File: src/rtl/alu_operand_stage.sv
// alu_operand_stage: one-entry operand latch with bypass resolution feeding the CLA adder.
// Optional feature macro: ALU_OPERAND_FWD_EN enables bypass selects and the load-use bubble.
module alu_operand_stage #(
  parameter int WIDTH = 32,
  parameter int IMM_W = 17
) (
  input  logic             clock,
  input  logic             reset_n,
  input  logic             in_valid,
  output logic             in_ready,
  input  logic             in_sub,
  input  logic             in_use_imm,
  input  logic [WIDTH-1:0] in_rs_data,
  input  logic [WIDTH-1:0] in_rt_data,
  input  logic [IMM_W-1:0] in_imm,
  input  logic [1:0]       in_fwd_a,
  input  logic [1:0]       in_fwd_b,
  input  logic [WIDTH-1:0] exm_data,
  input  logic             exm_is_load,
  input  logic [WIDTH-1:0] mw_data,
  input  logic             flush,
  output logic             out_valid,
  input  logic             out_ready,
  output logic [WIDTH-1:0] input_a,
  output logic [WIDTH-1:0] input_b,
  output logic             c_in
);
  typedef enum logic [1:0] {EMPTY = 2'd0, HOLD = 2'd1, BUBBLE = 2'd2} state_t;
  state_t state, state_n;
  logic sub, use_imm, cap, hazard;
  logic [WIDTH-1:0] rs, rt, imm_ext, a, b_raw;
  logic [1:0] fwd_a, fwd_b, fa_in, fb_in;
`ifdef ALU_OPERAND_FWD_EN
  // Reserved select 11 is folded to the register file at capture time.
  assign fa_in = &in_fwd_a ? 2'b00 : in_fwd_a;
  assign fb_in = &in_fwd_b ? 2'b00 : in_fwd_b;
  assign hazard = exm_is_load & (fa_in == 2'b01 | (fb_in == 2'b01 & ~in_use_imm));
`else
  logic unused_fwd;
  assign unused_fwd = ^{in_fwd_a, in_fwd_b, exm_is_load};
  assign fa_in = 2'b00;
  assign fb_in = 2'b00;
  assign hazard = 1'b0;
`endif
  assign out_valid = state == HOLD;
  assign in_ready = state == EMPTY | (out_valid & out_ready);
  assign cap = in_valid & in_ready;
  always_comb begin
    state_n = flush ? EMPTY :
              cap ? (hazard ? BUBBLE : HOLD) :
              state == BUBBLE ? HOLD :
              (out_valid & out_ready) ? EMPTY : state;
  end
  always_ff @(posedge clock or negedge reset_n) begin
    if (!reset_n) begin
      state <= EMPTY;
      sub <= 1'b0;
      use_imm <= 1'b0;
      rs <= '0;
      rt <= '0;
      imm_ext <= '0;
      fwd_a <= 2'b00;
      fwd_b <= 2'b00;
    end else begin
      state <= state_n;
      if (cap & ~flush) begin
        sub <= in_sub;
        use_imm <= in_use_imm;
        rs <= in_rs_data;
        rt <= in_rt_data;
        imm_ext <= {{(WIDTH-IMM_W){in_imm[IMM_W-1]}}, in_imm};
        fwd_a <= fa_in;
        fwd_b <= fb_in;
      end else if (state == BUBBLE) begin
        // The load has moved on to MEM/WB during the bubble.
        fwd_a <= fwd_a == 2'b01 ? 2'b10 : fwd_a;
        fwd_b <= fwd_b == 2'b01 ? 2'b10 : fwd_b;
      end
    end
  end
  always_comb begin
    a = fwd_a == 2'b01 ? exm_data : fwd_a == 2'b10 ? mw_data : rs;
    b_raw = use_imm ? imm_ext : fwd_b == 2'b01 ? exm_data : fwd_b == 2'b10 ? mw_data : rt;
  end
  assign input_a = out_valid ? a : '0;
  assign input_b = out_valid ? (sub ? ~b_raw : b_raw) : '0;
  assign c_in = out_valid & sub;
endmodule

File: config.mk
export PLATFORM = sky130hd
export DESIGN_NAME = alu_operand_stage
export DESIGN_NICKNAME = d
export VERILOG_FILES = /design/src/rtl/alu_operand_stage.sv
export SDC_FILE = /design/constraint.sdc
export NUM_CORES = 1
export LEC_CHECK = 0
export ABC_CLOCK_PERIOD_IN_PS = 1400
export BUFFER_PORTS_ARGS = -buffer_cell sky130_fd_sc_hd__buf_2
export CAP_MARGIN = 10
export CORE_MARGIN = 2
export CORE_UTILIZATION = 43
export DETAILED_ROUTE_END_ITERATION = 7
export GPL_ROUTABILITY_DRIVEN = 0
export PLACE_DENSITY = 0.86
export SKIP_LAST_GASP = 1
export SYNTH_ARGS = -nofsm -noshare
export SYNTH_HDL_FRONTEND = slang
export SYNTH_SLANG_ARGS = --single-unit
File: constraint.sdc
create_clock -name clock -period 1.4 [get_ports clock]
set_input_delay 0.28 -clock clock [delete_from_list [all_inputs] [get_ports clock]]
set_output_delay 0.28 -clock clock [all_outputs]
set_load 0.05 [all_outputs]
==> impl_metrics.yaml, run 1 <==
power:
  p_leak_nw: 4.08
  power_per_cell_area_mw_per_mm2: 1130
  vdd.ir_drop.worst_mv: 0.867
placement:
  place_hpwl_um: 10200
  dp.cells: 771
  port_buffers: 186
cells_and_area:
  stdcell_count: 823
  drive_gt1_frac: 0.750
  fillers: 561
  synthToLayoutAreaGrowth_pct: 86.1
  nets: 829
clock_network:
  ctsLongestPathBuffers: 2
  cts_inserted_buffers: 9
  cts_tree: "built"
  insertion_delay_ns: 0.34
  clkTransAtPathRegs_ns: 0.06
  root_buffer: "clkbuf_16"
  htreeDepth: 3
  cts_sinks: 85
global_routing:
  busiest_layer: "met2"
  overflow: 0
  antenna_found_initial: 3
  grt_start_max_net_pins: 53
  met2_usage: 0.520
  met1_usage: 0.328
  grt_pass1_vias: 4935
  use_met3: 0.0492
  grt_first_pass_wirelength_um: 27800
  grtUsageTotal: 0.291
die:
  ioPinCount: 224
  die_w_um: 111
  fp-row-count: 39
  start_util: 0.436
  die_h_um: 111
  die-area_mm2: 0.0123
  core-area_mm2: 0.0113
setup_path:
  crit_family: "multiplexers"
  critPathMaxFanout: 14
  cp_slowest_cell: "dfrtp_4"
  max_stage_delay_ns: 0.46
  crit_path_start_kind: "flip-flop"
  r2r_start: "state[0]"
  crit_required_ns: 1.12
  path_cells: "buf_6 > mux2i_1 > mux2i_1 > nand2_2 > clkbuf_4"
  path_buf_inv: 2
  cp-end-kind: "output port"
  critPathKind: "reg -> out"
  crit_top_cell: "mux2i_1"
  critPathArrivalTime_ns: 1.95
  r2r-end: "rt[13]"
  ff2ff_path_depth: 9
  worst-r2r-setup-slack_ns: -0.70
logic_synthesis:
  synth_top_cell_area_share: 0.431
  synth-seq-cells: 85
  syn_nets: 597
  yosysWarnings: 0
  async_flop_share: 1.00
  yosysTopAreaCell: "dfrtp_1"
  synth.avg_cell_area_um2: 11.2
  syn_area_mm2: 0.00493
  yosysMostFrequentCell: "dfrtp_1"
  syn_inst: 440
  netlist_top_cells_area: "dfrtp_1 (43%), mux2i_1 (16%), mux2_1 (13%)"
  synth_cell_types: 21
  yosys-top-cells-count: "dfrtp_1 (85), mux2i_1 (80), nor2b_1 (66), mux2_1 (59), o21ai_0 (32)"
  synthFlopType: "dfrtp_1"
  synth_edf_count: 0
  seq_area_frac_synth: 0.431
detailed_routing:
  final_antenna_net_count: 0
  wl_um: 18700
  drc_errors: 0
  avgRoutedWirePerCell_um: 22.7
  firstDrtPassIters: 4
  vias: 4481
  drt-vias-per-instance: 5.44
  drt_iter0_markers: 213
run_status:
  violations: "setup timing"
  status: "finished, violations left"
timing:
  timing.final.max_slew_violations: 0
  worst_slack_ns: -0.827
  rsz0062_at_grt: "true"
  fin_crit_sh: 1.59
  final.setup.tns_ns: -99.07
  relSlewSlack: 0.721
  setup_viol: 151
  worst_slew_pin_slew_ns: 0.419
  hold_viol: 0
  layout_min_cycle_time_ns: 2.23
  worst_clock_skew_ns: 0.00602
  max_freq_ghz: 0.449
hold_path:
  min_from: "flush"
  hold_class: "in -> reg"
  holdPathEnd: "state[0]"
  hold_depth: 2
job:
  cap_violations: 0
[through the flow]
stage	worst slack, ns	hold WS (ns)	total power [mW]	area (um2)	util
4_1_cts	-0.741	0.132	10.0	8880	0.784
2_1_floorplan	-0.675	-0.0156	5.31	5410	-
3_5_place_dp	-0.663	0.297	6.16	6730	0.594
3_3_place_gp	-0.558	0.289	6.03	6730	0.594
5_1_grt	-0.929	0.149	10.7	9180	0.811
6_report	-0.827	0.140	10.4	9180	0.811
[final cells by class]
| class | instances | area (um2) | share of cell area |
|---|---|---|---|
| antenna | 3 | 7.51 | 0.000818 |
| tap | 143 | 179 | 0.0195 |
| clock inverter | 4 | 70.1 | 0.00763 |
| multi-input combinational | 303 | 4030 | 0.439 |
| timing repair buffer | 255 | 2430 | 0.265 |
| clock buffer | 12 | 256 | 0.0279 |
| sequential | 85 | 2130 | 0.233 |
| inverter | 18 | 73.8 | 0.00804 |
[layer usage]
layer / share of wire / vias to the layer above
met5: 0 / -
met4: 0.059 / 0
met3: 0.046 / 80
met2: 0.53 / 195
met1: 0.37 / 2216
li1: - / 1990
[cell usage in the layout (no fill, tap or decap), drive strengths merged, types with 3 or more instances in the layout]
master    n
buf     250
dfrtp    85
mux2     83
mux2i    81
nor2b    67
o21ai    32
inv      17
nand2    17
clkbuf   16
a21oi    16
diode     3
[report_power, final]
group,switching [mW],internal (mW),total [mW],leakage (nW)
Clock,1.04,1.66,2.70,0.163
Combinational,2.17,2.21,4.38,2.92
Sequential,0.420,2.87,3.29,0.997
Total,3.63,6.74,10.4,4.08
[flip-flops by register name, indices dropped and copies added, names as in the netlist]
| signal | count |
|---|---|
| imm_ext | 17 |
| fwd_a | 1 |
| rt | 32 |
| state | 1 |
| use_imm | 1 |
| rs | 32 |
| sub | 1 |
[cell families after synthesis]
kind of cell,count (synthesis),synth area share
and+or+nand+nor,91,0.109
buffers and inverters,52,0.0540
AOI/OAI and AO/OA,48,0.0487
DFF,85,0.431
muxes,164,0.357
[worst register-to-register path, cell delays in order, from the launching register on]
cell     delay, ns
dfrtp_2       0.49
buf_6         0.15
buf_6         0.11
buf_6         0.11
nor2b_4       0.13
nor3b_4       0.25
buf_6         0.16
buf_12        0.14
buf_12        0.15
mux2_4        0.31
[worst max path at each step]
stage	startpoint	to	slack [ns]	cells after the start
2_1_floorplan	state[0]	input_b[21]	-0.67	6
3_3_place_gp	fwd_a[1]	input_b[12]	-0.56	5
3_5_place_dp	fwd_a[1]	input_b[6]	-0.66	5
4_1_cts	fwd_a[1]	input_b[1]	-0.74	6
5_1_grt	fwd_a[1]	input_b[4]	-0.93	5
6_report	fwd_a[1]	input_b[4]	-0.83	5
[repair_timing]
action	in CTS	in global routing
endpoints found under the hold margin	52	0
hold buffers	1	0
pin swaps	3	4
gates resized for setup	360	77
endpoints found under the setup margin	151	151
gates cloned	10	2
buffers inserted	19	10
Note: power is estimated with default switching activity, not from simulation.
==> run 2, diff against run 1 <==
Settings changed: BUFFER_PORTS_ARGS -buffer_cell sky130_fd_sc_hd__buf_2 to unset, CELL_PAD_IN_SITES_DETAIL_PLACEMENT set to 0, CELL_PAD_IN_SITES_GLOBAL_PLACEMENT set to 2, CORE_UTILIZATION 43 to 34, DONT_BUFFER_PORTS set to 1, PLACE_DENSITY 0.86 to 0.84, SLEW_MARGIN set to 20.
==> run 2 against run 1 <==
Net effect: routed wire length decreased by 15%; largest cell class unchanged; clock skew barely moved; the run ends with hold timing, setup timing left; critical path type unchanged; highest routed layer unchanged; clock power shrank 18%; cell area shrank 8.2%.
==> impl_metrics.yaml, run 2 (synthesis results as in run 1) <==
setup_path:
  ff2ff_path_depth: 8
  cp-end-kind: "output port"
  critPathKind: "reg -> out"
  critPathArrivalTime_ns: 1.88
  crit_required_ns: 1.12
  critPathMaxFanout: 11
  crit_path_start_kind: "flip-flop"
power:
  pwr-share-comb: 0.426
  p_int_mw: 6.24
  p_leak_nw: 3.53
  power_per_cell_area_mw_per_mm2: 1120
  p_sw_mw: 3.23
  vdd.ir_drop.worst_mv: 0.639
  swShare: 0.341
  seq_power_share: 0.340
  clkPwrFrac: 0.234
  p_total_mw: 9.47
detailed_routing:
  drt-vias-per-instance: 5.22
  final_antenna_net_count: 0
  vias: 3805
  drc_errors: 0
  drt_iter0_markers: 136
  firstDrtPassIters: 4
  avgRoutedWirePerCell_um: 21.8
  wl_um: 15900
clock_network:
  root_buffer: "clkbuf_16"
  insertion_delay_ns: 0.34
  hold_buffers: 1
  clkTransAtPathRegs_ns: 0.06
  htreeDepth: 3
  cts_tree: "built"
  cts_inserted_buffers: 9
  ctsLongestPathBuffers: 2
  cts_sinks: 85
global_routing:
  overflow: 0
  grt_pass1_vias: 4037
  grt_first_pass_wirelength_um: 24000
  antenna_found_initial: 0
  grtUsageTotal: 0.200
  grt_start_max_net_pins: 86
cells_and_area:
  reg_top3: "rs x32, rt x32, imm_ext x17"
  synthToLayoutAreaGrowth_pct: 70.8
  drive_gt1_frac: 0.661
  final_common_cell: "mux2_4"
  diodes: 0
  nets: 697
  final_cell_mix: "mux2_4 (83), dfrtp_1 (81), buf_12 (62)"
timing:
  rsz0062_at_grt: "true"
  fin_crit_sh: 1.54
  worst_slack_ns: -0.757
  timing.final.max_slew_violations: 0
  worst_clock_skew_ns: 0.00580
  relSlewSlack: 0.739
  hold_viol: 85
  layout_min_cycle_time_ns: 2.16
  setup_viol: 151
  fin_hold_ws_ns: -0.366
  worst_slew_pin_slew_ns: 0.388
  max_freq_ghz: 0.464
die:
  die_w_um: 124
  core-area_mm2: 0.0144
  ioPinCount: 224
  fp-row-count: 44
  start_util: 0.343
  die_h_um: 124
  die-area_mm2: 0.0155
run_status:
  status: "finished, violations left"
  violations: "hold timing, setup timing"
placement:
  place_hpwl_um: 10100
  dp_slack_ns: -0.497
  port_buffers: 0
job:
  cap_violations: 0
hold_path:
  hold_class: "in -> async"
[run 2: worst paths after layout]
kind | end | slack [ns] | from
worst max-delay path | input_b[11] | -0.76 | fwd_a[1]
worst min-delay path | rt[27] | -0.37 | reset_n
worst max register to register | rt[23] | -0.50 | state[0]
worst min register to register | rt[26] | 0.51 | rt[26]
max in group asynchronous | sub | 1.61 | reset_n
min in group clock | state[0] | 0.08 | in_valid
[run 2: layout make-up]
type	count	area [um2]
fill	1115	5950
multi-input combinational	303	3770
sequential	85	2130
timing repair buffer	123	1950
clock buffer	14	254
tap	184	230
inverter	18	73.8
clock inverter	2	10.0
[run 2: power by group through the flow]
stage	sequential, mW	clock (mW)	combinational [mW]
floorplan	3.06	0	2.25
global placement	3.12	0	3.09
detailed placement	3.15	0	3.15
CTS	3.16	2.26	3.75
finish	3.22	2.21	4.03
global route	3.27	2.37	4.22
[run 2: critical path: stages (launching register included)]
cell and delay, ns:
dfrtp_4 0.52, buf_12 0.17, buf_4 0.15, mux2i_4 0.21, mux2i_1 0.23, nand2_2 0.08, buf_12 0.15
[run 2: repair_timing]
item,in CTS,in global routing
setup buffers,27,18
pin swaps,4,10
gates cloned,10,0
gates resized for setup,139,129
endpoints found under the hold margin,86,85
setup endpoints to repair,150,151
[run 2: through the flow]
step,hold slack (ns),setup TNS [ns],cell area (um2),instances,util
final,-0.366,-73.59,8420,729,0.586
after global routing,-0.384,-83.03,8420,729,0.586
after CTS,-0.384,-84.48,7970,729,0.555
after detailed placement,-0.0142,-42.86,6680,676,0.465
after global placement,-0.0140,-38.44,6680,676,0.465
after floorplan,-0.0156,-40.89,5410,440,-
[run 2: routing by layer]
layer | routed length, um | vias up | GRT usage
li1 | - | 1720 | -
met1 | 6610 | 1930 | 0.256
met2 | 8050 | 119 | 0.333
met3 | 668 | 36 | 0.0357
met4 | 556 | 0 | 0.0872
met5 | 0 | - | 0
==> run 3, diff against run 2 <==
Settings changed: ABC_CLOCK_PERIOD_IN_PS 1400 to 2600, CORE_UTILIZATION 34 to 41, PLACE_DENSITY 0.84 to 0.94.
Clock period 1.4 ns to 2.6 ns, I/O delays scaled along.
==> run 3 against run 2 <==
Net effect: the run now ends clean; hold slack improved by 0.45 ns; clock power down 42%; non-clock buffer count decreased by 40; combinational power decreased by 62%; via count decreased by 11%; register-to-register slack improved by 1.0 ns; sequential power is 48% lower; global-route usage shrank 1.1 points; sequential cell count unchanged; final cell count fell by 10%; count of clock-buffer cells in the layout fell by 1; critical endpoint is now input_b[24].
==> impl_metrics.yaml, run 3 (synthesis results as in run 1) <==
timing:
  worst_clock_skew_ns: 0.00760
  worst_slew_pin_slew_ns: 0.421
  relSlewSlack: 0.717
  hold_viol: 0
  max_freq_ghz: 0.403
  timing.final.max_slew_violations: 0
  rsz0062_at_grt: "false"
  setup_viol: 0
  fin_crit_sh: 0.955
  final.setup.tns_ns: 0
  layout_min_cycle_time_ns: 2.48
setup_path:
  worst-r2r-setup-slack_ns: 0.53
  crit_path_start_kind: "flip-flop"
  r2r-end: "rs[30]"
  critPathArrivalTime_ns: 1.96
  critPathMaxFanout: 47
  r2r_start: "state[0]"
  critPathKind: "reg -> out"
  crit_required_ns: 2.08
  ff2ff_path_depth: 5
  cp-end-kind: "output port"
die:
  die-area_mm2: 0.0129
  start_util: 0.416
  core-area_mm2: 0.0119
  fp-row-count: 40
  die_h_um: 114
  die_w_um: 114
  ioPinCount: 224
detailed_routing:
  firstDrtPassIters: 4
  drc_errors: 0
  drt-vias-per-instance: 5.20
  drt_iter0_markers: 84
  wl_um: 12000
  avgRoutedWirePerCell_um: 18.3
  final_antenna_net_count: 0
  vias: 3396
cells_and_area:
  stdcell_count: 653
  nets: 657
  post-route-util: 0.530
  drive_gt1_frac: 0.289
  synthToLayoutAreaGrowth_pct: 27.4
  final_cell_mix: "dfrtp_1 (83), nor2b_1 (66), mux2i_1 (63)"
  fillers: 1051
  register_area_mm2: 0.00213
  final_common_cell: "dfrtp_1"
  reg_top3: "rs x32, rt x32, imm_ext x17"
  multi_input_area_mm2: 0.00270
run_status:
  status: "completed"
global_routing:
  overflow: 0
  grtUsageTotal: 0.190
  grt_start_max_net_pins: 86
  grt_pass1_vias: 3665
  grt_first_pass_wirelength_um: 19000
  antenna_found_initial: 1
placement:
  place_hpwl_um: 8950
  port_buffers: 0
  dp.cells: 632
clock_network:
  cts_tree: "built"
  ctsLongestPathBuffers: 2
  cts_inserted_buffers: 9
  htreeDepth: 3
  insertion_delay_ns: 0.34
  root_buffer: "clkbuf_16"
  clkTransAtPathRegs_ns: 0.06
  cts_sinks: 85
hold_path:
  hold_class: "in -> async"
power:
  p_leak_nw: 2.64
  power_per_cell_area_mw_per_mm2: 715
  vdd.ir_drop.worst_mv: 0.280
job:
  cap_violations: 0
## run 3: cell count changes in the layout (fill, tap and decap cells not counted), sizes merged
cell,change
buf,-39
clkinv,-2
clkinvlp,+2
bufinv,+1
clkbuf,-1
diode,+1
dlygate4sd3,-1
## run 3: per-stage QoR
step                hold WS, ns  cell area [um2]  worst slack, ns  power [mW]
floorplan                 0.224             5090           0.0867        2.75
global placement          0.226             5920            0.398        3.15
detailed placement        0.226             5920            0.351        3.20
CTS                       0.103             6250          0.00126        4.54
global route              0.113             6280           0.0258        4.72
finish                   0.0851             6280            0.117        4.49
## run 3: area by class of cell
class / count / share of cell area
Multi-Input combinational cell: 303 / 0.430
Sequential cell: 85 / 0.339
Timing Repair Buffer: 83 / 0.143
Clock buffer: 13 / 0.0398
Tap cell: 147 / 0.0293
Inverter: 18 / 0.0114
Clock inverter: 3 / 0.00717
Antenna cell: 1 / 0.000398
## run 3: timing repair
action,4_1_cts,5_1_grt
gates resized for setup,3,3
setup endpoints to repair,3,14
buffers inserted,0,3
pin swaps,0,0
hold buffers,1,0
endpoints found under the hold margin,85,0
## run 3: critical path: stages (launching register included)
cell	delay (ns)
dfrtp_4	0.51
buf_12	0.19
o21ai_0	0.39
mux2i_4	0.29
buf_4	0.22
## run 3: report_power, final
group / leakage (nW) / internal (mW) / switching, mW / total, mW
Combinational: 1.51 / 0.655 / 0.869 / 1.52
Clock: 0.136 / 0.772 / 0.518 / 1.29
Sequential: 0.999 / 1.55 / 0.129 / 1.67
Total: 2.64 / 2.97 / 1.52 / 4.49
## run 3: layer usage
metal	up-vias	part of all wire	global-route usage
li1	1628	-	-
met1	1639	0.42	0.238
met2	98	0.50	0.315
met3	31	0.045	0.0372
met4	0	0.036	0.0935
met5	-	0	0
## run 3: worst max-delay path by stage
stage             start     endpoint  cells past startpoint
2_1_floorplan  state[0]  input_b[21]                      6
3_3_place_gp   fwd_a[1]   input_b[1]                      5
3_5_place_dp   fwd_a[1]  input_b[26]                      4
4_1_cts        fwd_a[1]  input_b[24]                      4
5_1_grt        fwd_a[1]  input_b[25]                      4
6_report       fwd_a[1]  input_b[24]                      4
